[src/rtl/lcd_line_writer_pkg.sv]
// Shared definitions for the HD44780 line writer: LCD command bytes,
// FSM/timer encodings, line geometry and character helpers.
package lcd_line_writer_pkg;

    localparam int unsigned CHARS_PER_LINE = 11;
    localparam int unsigned CHAR_W         = 7;
    localparam int unsigned LINE_W         = CHARS_PER_LINE * CHAR_W;
    localparam int unsigned DB_W           = 8;
    localparam int unsigned IDX_W          = 4;
    localparam int unsigned CNT_W          = 20;
    localparam int unsigned INIT_IDX_W     = 3;
    localparam int unsigned PH_W           = 3;

    localparam logic [IDX_W-1:0]      LAST_CHAR_IDX = IDX_W'(CHARS_PER_LINE - 1);
    localparam logic [INIT_IDX_W-1:0] INIT_LAST     = INIT_IDX_W'(5);

    // HD44780 command / data constants
    localparam logic [DB_W-1:0] FUNC_SET_8B2L = 8'h38;
    localparam logic [DB_W-1:0] DISP_ON       = 8'h0C;
    localparam logic [DB_W-1:0] CMD_CLR       = 8'h01;
    localparam logic [DB_W-1:0] ENTRY_INC     = 8'h06;
    localparam logic [DB_W-1:0] DDRAM_ROW0    = 8'h80;
    localparam logic [DB_W-1:0] DDRAM_ROW1    = 8'hC0;
    localparam logic [DB_W-1:0] ASCII_SPACE   = 8'h20;

    typedef enum logic [3:0] {
        ST_IDLE       = 4'd0,
        ST_SETUP      = 4'd1,
        ST_E_HIGH     = 4'd2,
        ST_WAIT       = 4'd3,
        ST_NEXT       = 4'd4,
        ST_FIN        = 4'd5,
        ST_INIT_START = 4'd6,
        ST_INIT_PWR   = 4'd7
    } state_e;

    typedef enum logic [PH_W-1:0] {
        PH_NONE     = 3'd0,
        PH_SETUP    = 3'd1,
        PH_E_HIGH   = 3'd2,
        PH_WAIT     = 3'd3,
        PH_WAIT_CLR = 3'd4,
        PH_PWR      = 3'd5
    } phase_e;

    // Payload presented on the LCD pins for one write
    typedef struct packed {
        logic            rs;
        logic [DB_W-1:0] db;
    } lcd_bus_t;

    // Extract character idx (0 = leftmost) from a packed line
    function automatic logic [CHAR_W-1:0] get_char(input logic [LINE_W-1:0] line,
                                                   input logic [IDX_W-1:0]  idx);
        logic [CHAR_W-1:0] c;
        c = '0;
        for (int unsigned i = 0; i < CHARS_PER_LINE; i++) begin
            if (idx == IDX_W'(i)) begin
                c = line[(CHARS_PER_LINE - 1 - i) * CHAR_W +: CHAR_W];
            end
        end
        return c;
    endfunction

    // NUL characters are shown as blanks
    function automatic logic [DB_W-1:0] char_to_db(input logic [CHAR_W-1:0] c);
        return (c == '0) ? ASCII_SPACE : {1'b0, c};
    endfunction

    // Power-on init command sequence
    function automatic logic [DB_W-1:0] init_cmd(input logic [INIT_IDX_W-1:0] idx);
        logic [DB_W-1:0] cmd;
        case (idx)
            3'd0, 3'd1, 3'd2: cmd = FUNC_SET_8B2L;
            3'd3:             cmd = DISP_ON;
            3'd4:             cmd = CMD_CLR;
            default:          cmd = ENTRY_INC;
        endcase
        return cmd;
    endfunction

endpackage

[src/rtl/lcd_write_timer.sv]
// Loadable down-counter that times one phase of an LCD write.
// Ports:
//   clk, rst       clock, async active-high reset
//   load           start timing a new phase this cycle
//   load_phase     phase to time (phase_e encoding)
//   setup_done_c   last cycle of the setup phase
//   e_high_done_c  last cycle of the E-high phase
//   wait_done_c    last cycle of a wait phase (normal, clear or power-on)
module lcd_write_timer
    import lcd_line_writer_pkg::*;
#(
    parameter int unsigned SETUP_CYC    = 2,
    parameter int unsigned E_HIGH_CYC   = 12,
    parameter int unsigned WAIT_CYC     = 2000,
    parameter int unsigned CLR_WAIT_CYC = 82000,
    parameter int unsigned PWR_WAIT_CYC = 750000
) (
    input  logic            clk,
    input  logic            rst,
    input  logic            load,
    input  logic [PH_W-1:0] load_phase,
    output logic            setup_done_c,
    output logic            e_high_done_c,
    output logic            wait_done_c
);

    phase_e           phase_q, phase_d;
    logic [CNT_W-1:0] cnt_q, cnt_d;
    logic             expired_c;

    // Counter reload value: phase length minus one, so the phase lasts exactly N cycles
    function automatic logic [CNT_W-1:0] len_m1(input phase_e ph);
        logic [CNT_W-1:0] v;
        case (ph)
            PH_SETUP:    v = CNT_W'(SETUP_CYC - 1);
            PH_E_HIGH:   v = CNT_W'(E_HIGH_CYC - 1);
            PH_WAIT:     v = CNT_W'(WAIT_CYC - 1);
            PH_WAIT_CLR: v = CNT_W'(CLR_WAIT_CYC - 1);
            PH_PWR:      v = CNT_W'(PWR_WAIT_CYC - 1);
            default:     v = '0;
        endcase
        return v;
    endfunction

    // Next count / phase
    always_comb begin
        phase_d = phase_q;
        cnt_d   = cnt_q;
        if (load) begin
            phase_d = phase_e'(load_phase);
            cnt_d   = len_m1(phase_e'(load_phase));
        end else if (cnt_q != '0) begin
            cnt_d = cnt_q - CNT_W'(1);
        end
    end

    always_ff @(posedge clk or posedge rst) begin
        if (rst) begin
            phase_q <= PH_NONE;
            cnt_q   <= '0;
        end else begin
            phase_q <= phase_d;
            cnt_q   <= cnt_d;
        end
    end

    // Phase completion flags
    always_comb begin
        expired_c     = (cnt_q == '0);
        setup_done_c  = expired_c && (phase_q == PH_SETUP);
        e_high_done_c = expired_c && (phase_q == PH_E_HIGH);
        wait_done_c   = expired_c && ((phase_q == PH_WAIT) || (phase_q == PH_WAIT_CLR) ||
                                      (phase_q == PH_PWR));
    end

endmodule

[src/rtl/lcd_line_writer.sv]
// Writes one packed 11-character line to a row of an HD44780 16x2 LCD
// (8-bit mode): a DDRAM set-address command followed by 11 data writes.
// Optional power-on init sequence when the LCD_INIT_EN macro is defined.
// Ports:
//   clk, rst   clock, async active-high reset
//   start      one-cycle request, sampled only while busy=0
//   row        target row (0 -> DDRAM 0x00, 1 -> DDRAM 0x40)
//   dat        packed line, char0 in [76:70] .. char10 in [6:0]
//   busy       line (or init) in progress
//   done       one-cycle pulse when a line is fully written
//   lcd_rs/rw/e/db  LCD pins (rw tied low)
module lcd_line_writer
    import lcd_line_writer_pkg::*;
#(
    parameter int unsigned SETUP_CYC    = 2,
    parameter int unsigned E_HIGH_CYC   = 12,
    parameter int unsigned WAIT_CYC     = 2000,
    parameter int unsigned CLR_WAIT_CYC = 82000,
    parameter int unsigned PWR_WAIT_CYC = 750000
) (
    input  logic              clk,
    input  logic              rst,
    input  logic              start,
    input  logic              row,
    input  logic [LINE_W-1:0] dat,
    output logic              busy,
    output logic              done,
    output logic              lcd_rs,
    output logic              lcd_rw,
    output logic              lcd_e,
    output logic [DB_W-1:0]   lcd_db
);

    state_e            state_q, state_d;
    logic              busy_q, busy_d;
    logic              done_q, done_d;
    logic              e_q, e_d;
    lcd_bus_t          bus_q, bus_d;
    logic [LINE_W-1:0] dat_q, dat_d;
    logic [IDX_W-1:0]  char_idx_q, char_idx_d;
    logic              last_q, last_d;
`ifdef LCD_INIT_EN
    logic [INIT_IDX_W-1:0] init_idx_q, init_idx_d;
    logic                  in_init_q, in_init_d;
`endif

    logic   tmr_load_c;
    phase_e tmr_phase_c;
    logic   setup_done_c, e_high_done_c, wait_done_c;

    lcd_write_timer #(
        .SETUP_CYC   (SETUP_CYC),
        .E_HIGH_CYC  (E_HIGH_CYC),
        .WAIT_CYC    (WAIT_CYC),
        .CLR_WAIT_CYC(CLR_WAIT_CYC),
        .PWR_WAIT_CYC(PWR_WAIT_CYC)
    ) u_timer (
        .clk          (clk),
        .rst          (rst),
        .load         (tmr_load_c),
        .load_phase   (tmr_phase_c),
        .setup_done_c (setup_done_c),
        .e_high_done_c(e_high_done_c),
        .wait_done_c  (wait_done_c)
    );

    // Sequencer: address command, 11 characters, optional init commands
    always_comb begin
        state_d     = state_q;
        busy_d      = busy_q;
        bus_d       = bus_q;
        dat_d       = dat_q;
        char_idx_d  = char_idx_q;
        last_d      = last_q;
        tmr_load_c  = 1'b0;
        tmr_phase_c = PH_NONE;
`ifdef LCD_INIT_EN
        init_idx_d  = init_idx_q;
        in_init_d   = in_init_q;
`endif

        case (state_q)
            ST_IDLE: begin
                if (start && !busy_q) begin
                    dat_d       = dat;
                    char_idx_d  = '0;
                    last_d      = 1'b0;
                    bus_d.rs    = 1'b0;
                    bus_d.db    = row ? DDRAM_ROW1 : DDRAM_ROW0;
                    busy_d      = 1'b1;
                    state_d     = ST_SETUP;
                    tmr_load_c  = 1'b1;
                    tmr_phase_c = PH_SETUP;
                end
            end

            ST_SETUP: begin
                if (setup_done_c) begin
                    state_d     = ST_E_HIGH;
                    tmr_load_c  = 1'b1;
                    tmr_phase_c = PH_E_HIGH;
                end
            end

            ST_E_HIGH: begin
                if (e_high_done_c) begin
                    state_d     = ST_WAIT;
                    tmr_load_c  = 1'b1;
                    tmr_phase_c = PH_WAIT;
`ifdef LCD_INIT_EN
                    // Clear display needs the long execution time
                    if (in_init_q && (bus_q.db == CMD_CLR)) begin
                        tmr_phase_c = PH_WAIT_CLR;
                    end
`endif
                end
            end

            ST_WAIT: begin
                if (wait_done_c) begin
                    if (last_q) begin
                        state_d = ST_FIN;
                        busy_d  = 1'b0;
                    end else begin
                        state_d = ST_NEXT;
                    end
                end
            end

            ST_NEXT: begin
`ifdef LCD_INIT_EN
                if (in_init_q) begin
                    if (init_idx_q == INIT_LAST) begin
                        state_d   = ST_IDLE;
                        busy_d    = 1'b0;
                        in_init_d = 1'b0;
                    end else begin
                        init_idx_d  = init_idx_q + INIT_IDX_W'(1);
                        bus_d.rs    = 1'b0;
                        bus_d.db    = init_cmd(init_idx_q + INIT_IDX_W'(1));
                        state_d     = ST_SETUP;
                        tmr_load_c  = 1'b1;
                        tmr_phase_c = PH_SETUP;
                    end
                end else
`endif
                begin
                    bus_d.rs = 1'b1;
                    bus_d.db = char_to_db(get_char(dat_q, char_idx_q));
                    // Index saturates at the last character; last_q marks the final write
                    if (char_idx_q == LAST_CHAR_IDX) begin
                        last_d = 1'b1;
                    end else begin
                        char_idx_d = char_idx_q + IDX_W'(1);
                    end
                    state_d     = ST_SETUP;
                    tmr_load_c  = 1'b1;
                    tmr_phase_c = PH_SETUP;
                end
            end

            ST_FIN: begin
                state_d = ST_IDLE;
            end

`ifdef LCD_INIT_EN
            ST_INIT_START: begin
                state_d     = ST_INIT_PWR;
                tmr_load_c  = 1'b1;
                tmr_phase_c = PH_PWR;
            end

            ST_INIT_PWR: begin
                if (wait_done_c) begin
                    init_idx_d  = '0;
                    bus_d.rs    = 1'b0;
                    bus_d.db    = init_cmd('0);
                    state_d     = ST_SETUP;
                    tmr_load_c  = 1'b1;
                    tmr_phase_c = PH_SETUP;
                end
            end
`endif

            default: begin
                state_d = ST_IDLE;
            end
        endcase

        // Strobe and done follow the state being entered so they stay registered
        e_d    = (state_d == ST_E_HIGH);
        done_d = (state_d == ST_FIN);
    end

    always_ff @(posedge clk or posedge rst) begin
        if (rst) begin
`ifdef LCD_INIT_EN
            state_q    <= ST_INIT_START;
            busy_q     <= 1'b1;
            init_idx_q <= '0;
            in_init_q  <= 1'b1;
`else
            state_q    <= ST_IDLE;
            busy_q     <= 1'b0;
`endif
            done_q     <= 1'b0;
            e_q        <= 1'b0;
            bus_q      <= '0;
            dat_q      <= '0;
            char_idx_q <= '0;
            last_q     <= 1'b0;
        end else begin
            state_q    <= state_d;
            busy_q     <= busy_d;
            done_q     <= done_d;
            e_q        <= e_d;
            bus_q      <= bus_d;
            dat_q      <= dat_d;
            char_idx_q <= char_idx_d;
            last_q     <= last_d;
`ifdef LCD_INIT_EN
            init_idx_q <= init_idx_d;
            in_init_q  <= in_init_d;
`endif
        end
    end

    assign busy   = busy_q;
    assign done   = done_q;
    assign lcd_e  = e_q;
    assign lcd_rs = bus_q.rs;
    assign lcd_db = bus_q.db;
    assign lcd_rw = 1'b0;

endmodule

[config.mk]
export PLATFORM = sky130hd
export DESIGN_NAME = lcd_line_writer
export DESIGN_NICKNAME = d
export VERILOG_FILES = /design/src/rtl/lcd_line_writer_pkg.sv /design/src/rtl/lcd_write_timer.sv /design/src/rtl/lcd_line_writer.sv
export SDC_FILE = /design/constraint.sdc
export NUM_CORES = 1
export LEC_CHECK = 0
export CAP_MARGIN = 30
export CORE_UTILIZATION = 45
export DETAILED_ROUTE_END_ITERATION = 16
export GPL_TIMING_DRIVEN = 0
export PLACE_DENSITY = 0.73
export SYNTH_ARGS = -nofsm -noshare
export SYNTH_HDL_FRONTEND = slang
export SYNTH_SLANG_ARGS = --single-unit
[constraint.sdc]
create_clock -name clk -period 7.1 [get_ports clk]
set_clock_uncertainty 0.05 [all_clocks]
set_input_delay 1.065 -clock clk [delete_from_list [all_inputs] [get_ports clk]]
set_output_delay 1.065 -clock clk [all_outputs]
set_load 0.05 [all_outputs]
==> qor.txt, run 1 <==
maximum operating frequency: 0.3298 GHz
number of synthesis warnings: 0
post-CTS setup-driven buffer insertion count: 0
Filler Cells Inserted: 1065
power density over the cells: 383.2 nW/µm²
setup slack of the critical path after layout: 4.068 ns
remaining global-route overflow: 0
number of violations reported at the end of detailed-routing iteration 0: 299
GRT Overall Usage: 25.02%
fraction of registers with async set or reset after synthesis: 100.0%
TNS Setup: 0 ns
routed via count: 4983
die area: 13160 µm²
total non-filler cell area in the finished layout: 7480 µm²
portion of the clock cycle consumed by the worst path in the final layout: 42.70%
worst setup slack before clock tree synthesis: 3.631 ns
crit path capture type: flop
distinct cell type count after synthesis: 66
starting utilization of the core area: 46.82%
transition time at the pin with the least slew margin: 0.7748 ns
Horiz. Die Dim: 114.7 µm
slowest stage cell on the critical path: clkbuf_1
buffers and inverters on the worst path: 4
global-route wire length before repair: 24.67 mm
placed wire-length estimate after detailed placement: 11.28 mm
share of synthesized cell area in full adder, half adder and majority cells: 1.094%
total of hold buffers inserted after clock tree synthesis: 0
CTS Buffer Depth: 2
shortest period the worst path allows: 3.032 ns
multiplexer area fraction after synthesis: 0.5470%
count of buffers inserted at the top-level ports: 92
Worst EP required: 7.41 ns
total of flip-flops plus latches after synthesis: 120
worst-path cell chain: clkdlybuf4s50_1 > and4b_1 > clkbuf_1 > clkbuf_1 > buf_1 > nand2_1 > nand2_1
run status: finished clean
remaining design rule violation count: 0
R2R setup slack: 4.07 ns
final setup fails: 0
dominant synthesized flop cell: dfrtp_1
Die Ht: 114.7 µm
Post-synth EDFFs: 0
final number of max-transition violations: 0
synthesized area: 5718 µm²
boundary pin count: 94
CTS tree: built
family with the most delay on the worst path: buffers and inverters
depth of the CTS H-tree: 4
gp weighted congestion: 0.9248
static leakage: 3.502 nW
largest family of logic cells by synthesized area: simple AND/OR/NAND/NOR gates
number of nets with antenna violations after routing: 0
number of antenna violations at the first check in global routing: 0
placed inst area: 6885 µm²
Root Driver: clkbuf_16
utilization after layout: 61.25%
Slew Limit Headroom: 48.35%
detailed-route vias per instance: 5.256
critical path's largest stage delay: 0.64 ns
maximum fanout along the worst path: 10
XOR/XNOR share of the synthesized area: 2.910%
Mapped Cells: 654
number of buffers created by CTS: 17
Hold Crit Class: flop to flop
first-pass iteration count of the detailed router: 5
critical path startpoint category: input pin
Total Nets Final: 853
number of hold violations in the final report: 0
unrepaired setup endpoints after global routing: false
Sink Count: 120
vias in the first global route: 5026
routed wire length: 15.50 mm
fraction of final layout cells with drive strength greater than 1: 7.179%
simple-gate share of the synthesized area: 27.22%
portion of the post-synthesis area used by sequential elements: 52.52%
Clk pin slew, worst setup/hold paths: 0.05 ns
post-synthesis compound-gate area fraction: 11.82%
count of maximum capacitance violations: 0
Seq. cell area: 3003 µm²
critical path data arrival time: 3.34 ns
routed length per placed instance: 16.35 µm
Critical Setup Path Class: input pin to flop
area used by multi-input combinational logic: 2500 µm²
Post-Synthesis Mean Instance Area: 8.743 µm²
Antenna Cells: 0
IR drop worst, VDD: 0.0002089 V
area growth from synthesis to layout: 30.81%
Core ar.: 12210 µm²
Post-CTS Resized: 0
latest clock arrival within the worst-skew pair: 0.42 ns
largest net degree at the start of global routing: 66
row count: 40
-- worst min-delay path: stages (launching register included) --
cell and delay, ns:
dfrtp_1 0.34, nand2_1 0.05, nand2_1 0.05
-- cell usage in the layout (no fill, tap or decap), drive strengths merged, types with 3 or more instances in the layout --
cell type	n
nor2	35
nand4	3
dfrtp	120
nor3	16
a22oi	6
clkinv	7
a221oi	6
o22ai	8
clkdlybuf4s50	92
a211oi	4
or3	4
a21oi	25
nand2b	6
xnor2	13
o21ai	16
nor4	5
nand3	7
nand3b	4
ha	5
o211ai	3
nand2	258
inv	11
nor2b	6
or4	3
or2	4
buf	17
xor2	6
a22o	5
clkbuf	43
-- cells in the mapped netlist, types with 3 or more instances --
library cell | count | area, µm²
buf_1 | 5 | 18.77
a221oi_1 | 6 | 52.55
a21oi_1 | 24 | 120.1
dfrtp_1 | 120 | 3003
o22ai_1 | 8 | 50.05
nor4_1 | 4 | 25.02
o211ai_1 | 3 | 22.52
nor2_1 | 35 | 131.4
nor2b_1 | 5 | 31.28
nor3_1 | 16 | 80.08
a22oi_1 | 6 | 45.04
inv_1 | 11 | 41.29
ha_1 | 5 | 62.56
clkbuf_1 | 18 | 67.56
nand2_1 | 258 | 968.4
or4_1 | 3 | 22.52
nand3_1 | 7 | 35.03
nand2b_1 | 6 | 37.54
xor2_1 | 6 | 52.55
nand3b_1 | 4 | 30.03
or3_1 | 3 | 18.77
a22o_1 | 5 | 43.79
nand4_1 | 3 | 18.77
buf_2 | 6 | 30.03
buf_6 | 3 | 33.78
o21ai_0 | 16 | 80.08
a211oi_1 | 4 | 30.03
xnor2_1 | 13 | 113.9
-- metrics by stage --
stage | hold slack, ns | instances | power, mW
after global routing | 0.4475 | 948 | 3.024
after global placement | 0.4074 | 915 | 1.959
after CTS | 0.4264 | 948 | 2.865
after detailed placement | 0.4143 | 916 | 1.997
after floorplan | 0.3869 | 655 | 1.709
final | 0.4245 | 948 | 2.866
-- path summary, 6_finish.rpt --
check | start | to | cells past startpoint
max | start | dat_q[0] | 7
max in group asynchronous | rst | dat_q[24] | 3
max reg2reg | char_idx_q[0] | lcd_db[5] | 9
min | dat_q[44] | dat_q[44] | 2
min reg2reg | dat_q[44] | dat_q[44] | 2
min in group asynchronous | rst | dat_q[57] | 2
-- sequential cells by signal (all words and copies together), names as in the netlist, 2 cells and up --
| name | flops |
|---|---|
| dat_q | 77 |
| u_timer.cnt_q | 20 |
| state_q | 4 |
| lcd_db | 8 |
| u_timer.phase_q | 2 |
| char_idx_q | 4 |
-- cell families (layout without fill, tap and decap cells) --
kind of cell | Yosys count | in the layout
other | 1 | 2
and+or+nand+nor | 360 | 360
xor gates and xnor gates | 19 | 19
adders and majority gates | 5 | 5
AOI/OAI and AO/OA | 98 | 98
buffers and inverters | 48 | 173
DFF | 120 | 120
muxes | 3 | 3
-- report_power, final --
part	switching [mW]	leakage, nW	internal, mW
Sequential	0.216	1.49	0.968
Clock	0.295	0.296	0.559
Combinational	0.470	1.71	0.358
-- routing by layer --
| metal | wire length (µm) | track usage (%) | vias up |
|---|---|---|---|
| met3 | 678 | 5.347 | 26 |
| met5 | 0 | 0 | - |
| met4 | 355 | 9.957 | 0 |
| met2 | 7542 | 42.83 | 138 |
| li1 | - | - | 2410 |
| met1 | 6920 | 30.98 | 2409 |
-- layout make-up --
class | count | area share (%)
plain buffers | 35 | 2.275
clock buffers | 24 | 6.708
clock inverters | 8 | 1.238
inverters | 13 | 0.7193
multi-input cells | 487 | 33.42
flip-flops and latches | 120 | 40.15
well taps | 168 | 2.810
repair buffers | 93 | 12.68
No activity file was read; power rests on OpenSTA's default activity.
==> run 2: changes to the inputs <==
--- a/config.mk
+++ b/config.mk
@@ -9,7 +9,7 @@
 export CORE_UTILIZATION = 45
 export DETAILED_ROUTE_END_ITERATION = 16
 export GPL_TIMING_DRIVEN = 0
-export PLACE_DENSITY = 0.73
+export PLACE_DENSITY = 0.76
 export SYNTH_ARGS = -nofsm -noshare
 export SYNTH_HDL_FRONTEND = slang
 export SYNTH_SLANG_ARGS = --single-unit
==> constraint.sdc (replaced) <==
create_clock -name clk -period 2.6 [get_ports clk]
set_clock_uncertainty 0.05 [all_clocks]
set_input_delay 0.39 -clock clk [delete_from_list [all_inputs] [get_ports clk]]
set_output_delay 0.39 -clock clk [all_outputs]
set_load 0.05 [all_outputs]
==> run 2 against run 1 <==
Global-route usage grew 0.66 points. Routed wire length up 1.3%. Via count grew 2.0%. Worst setup slack worse by 4.0 ns. Core utilization up 0.67 points. Total power grew to 2.7 times the previous value. Non-clock buffer count increased by 7. Critical endpoint is now lcd_db[4]. Largest power group unchanged. Highest routed layer unchanged.
==> qor.txt, run 2 (synthesized netlist as in run 1, its figures left out) <==
GRT Overall Usage: 25.68%
utilization after layout: 61.92%
Filler Cells Inserted: 1098
Seq. cell area: 3003 µm²
unrepaired setup endpoints after global routing: true
depth of the CTS H-tree: 4
Total Nets Final: 860
transition time at the pin with the least slew margin: 0.8550 ns
number of nets with antenna violations after routing: 0
Core ar.: 12210 µm²
slowest stage cell on the critical path: o41ai_1
Final Hold Slack: 0.4274 ns
starting utilization of the core area: 46.82%
flip-flop count of the largest register, all copies and words added: 77
routed via count: 5085
detailed-route vias per instance: 5.336
crit-path most repeated cell: buf_6
Hold Crit Class: flop to flop
Critical Setup Path Class: flop to flop
global-route wire length before repair: 25.18 mm
IR drop worst, VDD: 0.0005934 V
commonest cells after routing, fill and taps aside: 258 x nand2_1, 120 x dfrtp_1, 92 x clkdlybuf4s50_1
Horiz. Die Dim: 114.7 µm
critical path's largest stage delay: 0.47 ns
final setup fails: 0
area growth from synthesis to layout: 32.23%
placed wire-length estimate after detailed placement: 11.29 mm
number of hold violations in the final report: 0
Antenna Cells: 0
count of buffers inserted at the top-level ports: 92
area used by multi-input combinational logic: 2567 µm²
die area: 13160 µm²
Reg with most FFs: dat_q
static leakage: 3.520 nW
Root Driver: clkbuf_16
routed length per placed instance: 16.47 µm
boundary pin count: 94
family with the most delay on the worst path: compound AO/OA/AOI/OAI gates
R2R setup slack: 0.03 ns
setup slack of the critical path after layout: 0.03094 ns
Clk pin slew, worst setup/hold paths: 0.05 ns
power density over the cells: 1023 nW/µm²
count of maximum capacitance violations: 0
fraction of final layout cells with drive strength greater than 1: 9.809%
leading cell type in the layout, fill and taps excluded: nand2_1
shortest period the worst path allows: 2.569 ns
routed wire length: 15.69 mm
CTS Buffer Depth: 2
final number of max-transition violations: 0
row count: 40
gp weighted congestion: 0.9406
portion of the clock cycle consumed by the worst path in the final layout: 98.81%
remaining global-route overflow: 0
largest net degree at the start of global routing: 44
Die Ht: 114.7 µm
first-pass iteration count of the detailed router: 5
run status: finished clean
number of violations reported at the end of detailed-routing iteration 0: 364
total of hold buffers inserted after clock tree synthesis: 0
total non-filler cell area in the finished layout: 7561 µm²
worst setup slack before clock tree synthesis: -0.3197 ns
Sink Count: 120
placed inst area: 6897 µm²
vias in the first global route: 5055
remaining design rule violation count: 0
worst-path cell chain: buf_4 > ha_2 > buf_6 > buf_6 > buf_2 > a21oi_1 > a221oi_1 > o41ai_1 > o21ai_1 > a22o_1
critical path data arrival time: 2.82 ns
number of buffers created by CTS: 17
Slew Limit Headroom: 42.88%
maximum operating frequency: 0.3892 GHz
crit path capture type: flop
Worst EP required: 2.85 ns
CTS tree: built
number of antenna violations at the first check in global routing: 0
latest clock arrival within the worst-skew pair: 0.42 ns
buffers and inverters on the worst path: 4
maximum fanout along the worst path: 10
critical path startpoint category: flop
==> run 2: cell count changes in the layout (fill, tap and decap cells not counted), sizes merged <==
cell	delta
buf	+8
bufinv	-1
clkbuf	+1
clkinv	-2
inv	-1
==> run 2: path summary, 6_finish.rpt <==
kind | from | endpoint | cells after the start
max | char_idx_q[1] | lcd_db[4] | 10
min | dat_q[29] | dat_q[29] | 2
max reg2reg | char_idx_q[1] | lcd_db[4] | 10
min reg2reg | dat_q[29] | dat_q[29] | 2
max in group asynchronous | rst | dat_q[18] | 3
min in group asynchronous | rst | u_timer.cnt_q[6] | 2
==> run 2: layout make-up <==
| class | count | area share, % |
|---|---|---|
| flip-flops and latches | 120 | 39.72 |
| multi-input cells | 487 | 33.96 |
| inverters | 13 | 0.7281 |
| clock inverters | 4 | 0.5957 |
| clock buffers | 26 | 6.338 |
| well taps | 168 | 2.780 |
| repair buffers | 100 | 13.30 |
| plain buffers | 35 | 2.581 |
==> run 2: routing by layer <==
| metal | up-vias | global-route usage, % | share of wire, % |
|---|---|---|---|
| li1 | 2420 | - | - |
| met1 | 2463 | 32.28 | 44 |
| met2 | 172 | 43.03 | 49 |
| met3 | 30 | 6.141 | 5.5 |
| met4 | 0 | 9.957 | 2.1 |
| met5 | - | 0 | 0 |
==> run 2: what timing repair did <==
| action | in CTS | in global routing |
|---|---|---|
| setup endpoints to repair | 26 | 4 |
| pin swaps | 2 | 4 |
| resized for setup | 15 | 17 |
| buffers inserted | 3 | 3 |
==> run 2: worst register-to-register path, stage by stage, from the launching register on <==
cell	delay, ns
dfrtp_1	0.38
buf_4	0.15
ha_2	0.17
buf_6	0.14
buf_6	0.15
buf_2	0.20
a21oi_1	0.17
a221oi_1	0.11
o41ai_1	0.47
o21ai_1	0.23
a22o_1	0.23
==> run 2: stage by stage <==
stage               cells  total power, mW  setup TNS (ns)
detailed placement    917            5.434          -5.193
global route          953            8.204        -0.02667
global placement      915            5.337          -50.96
CTS                   950            7.638               0
floorplan             655            4.668               0
finish                953            7.736               0
==> run 2: power breakdown <==
| group | internal, mW | switching (mW) | leakage, nW | total (mW) |
|---|---|---|---|---|
| logic | 1.07 | 1.33 | 1.77 | 2.40 |
| registers | 2.64 | 0.583 | 1.49 | 3.23 |
| clock network | 1.35 | 0.767 | 0.258 | 2.11 |
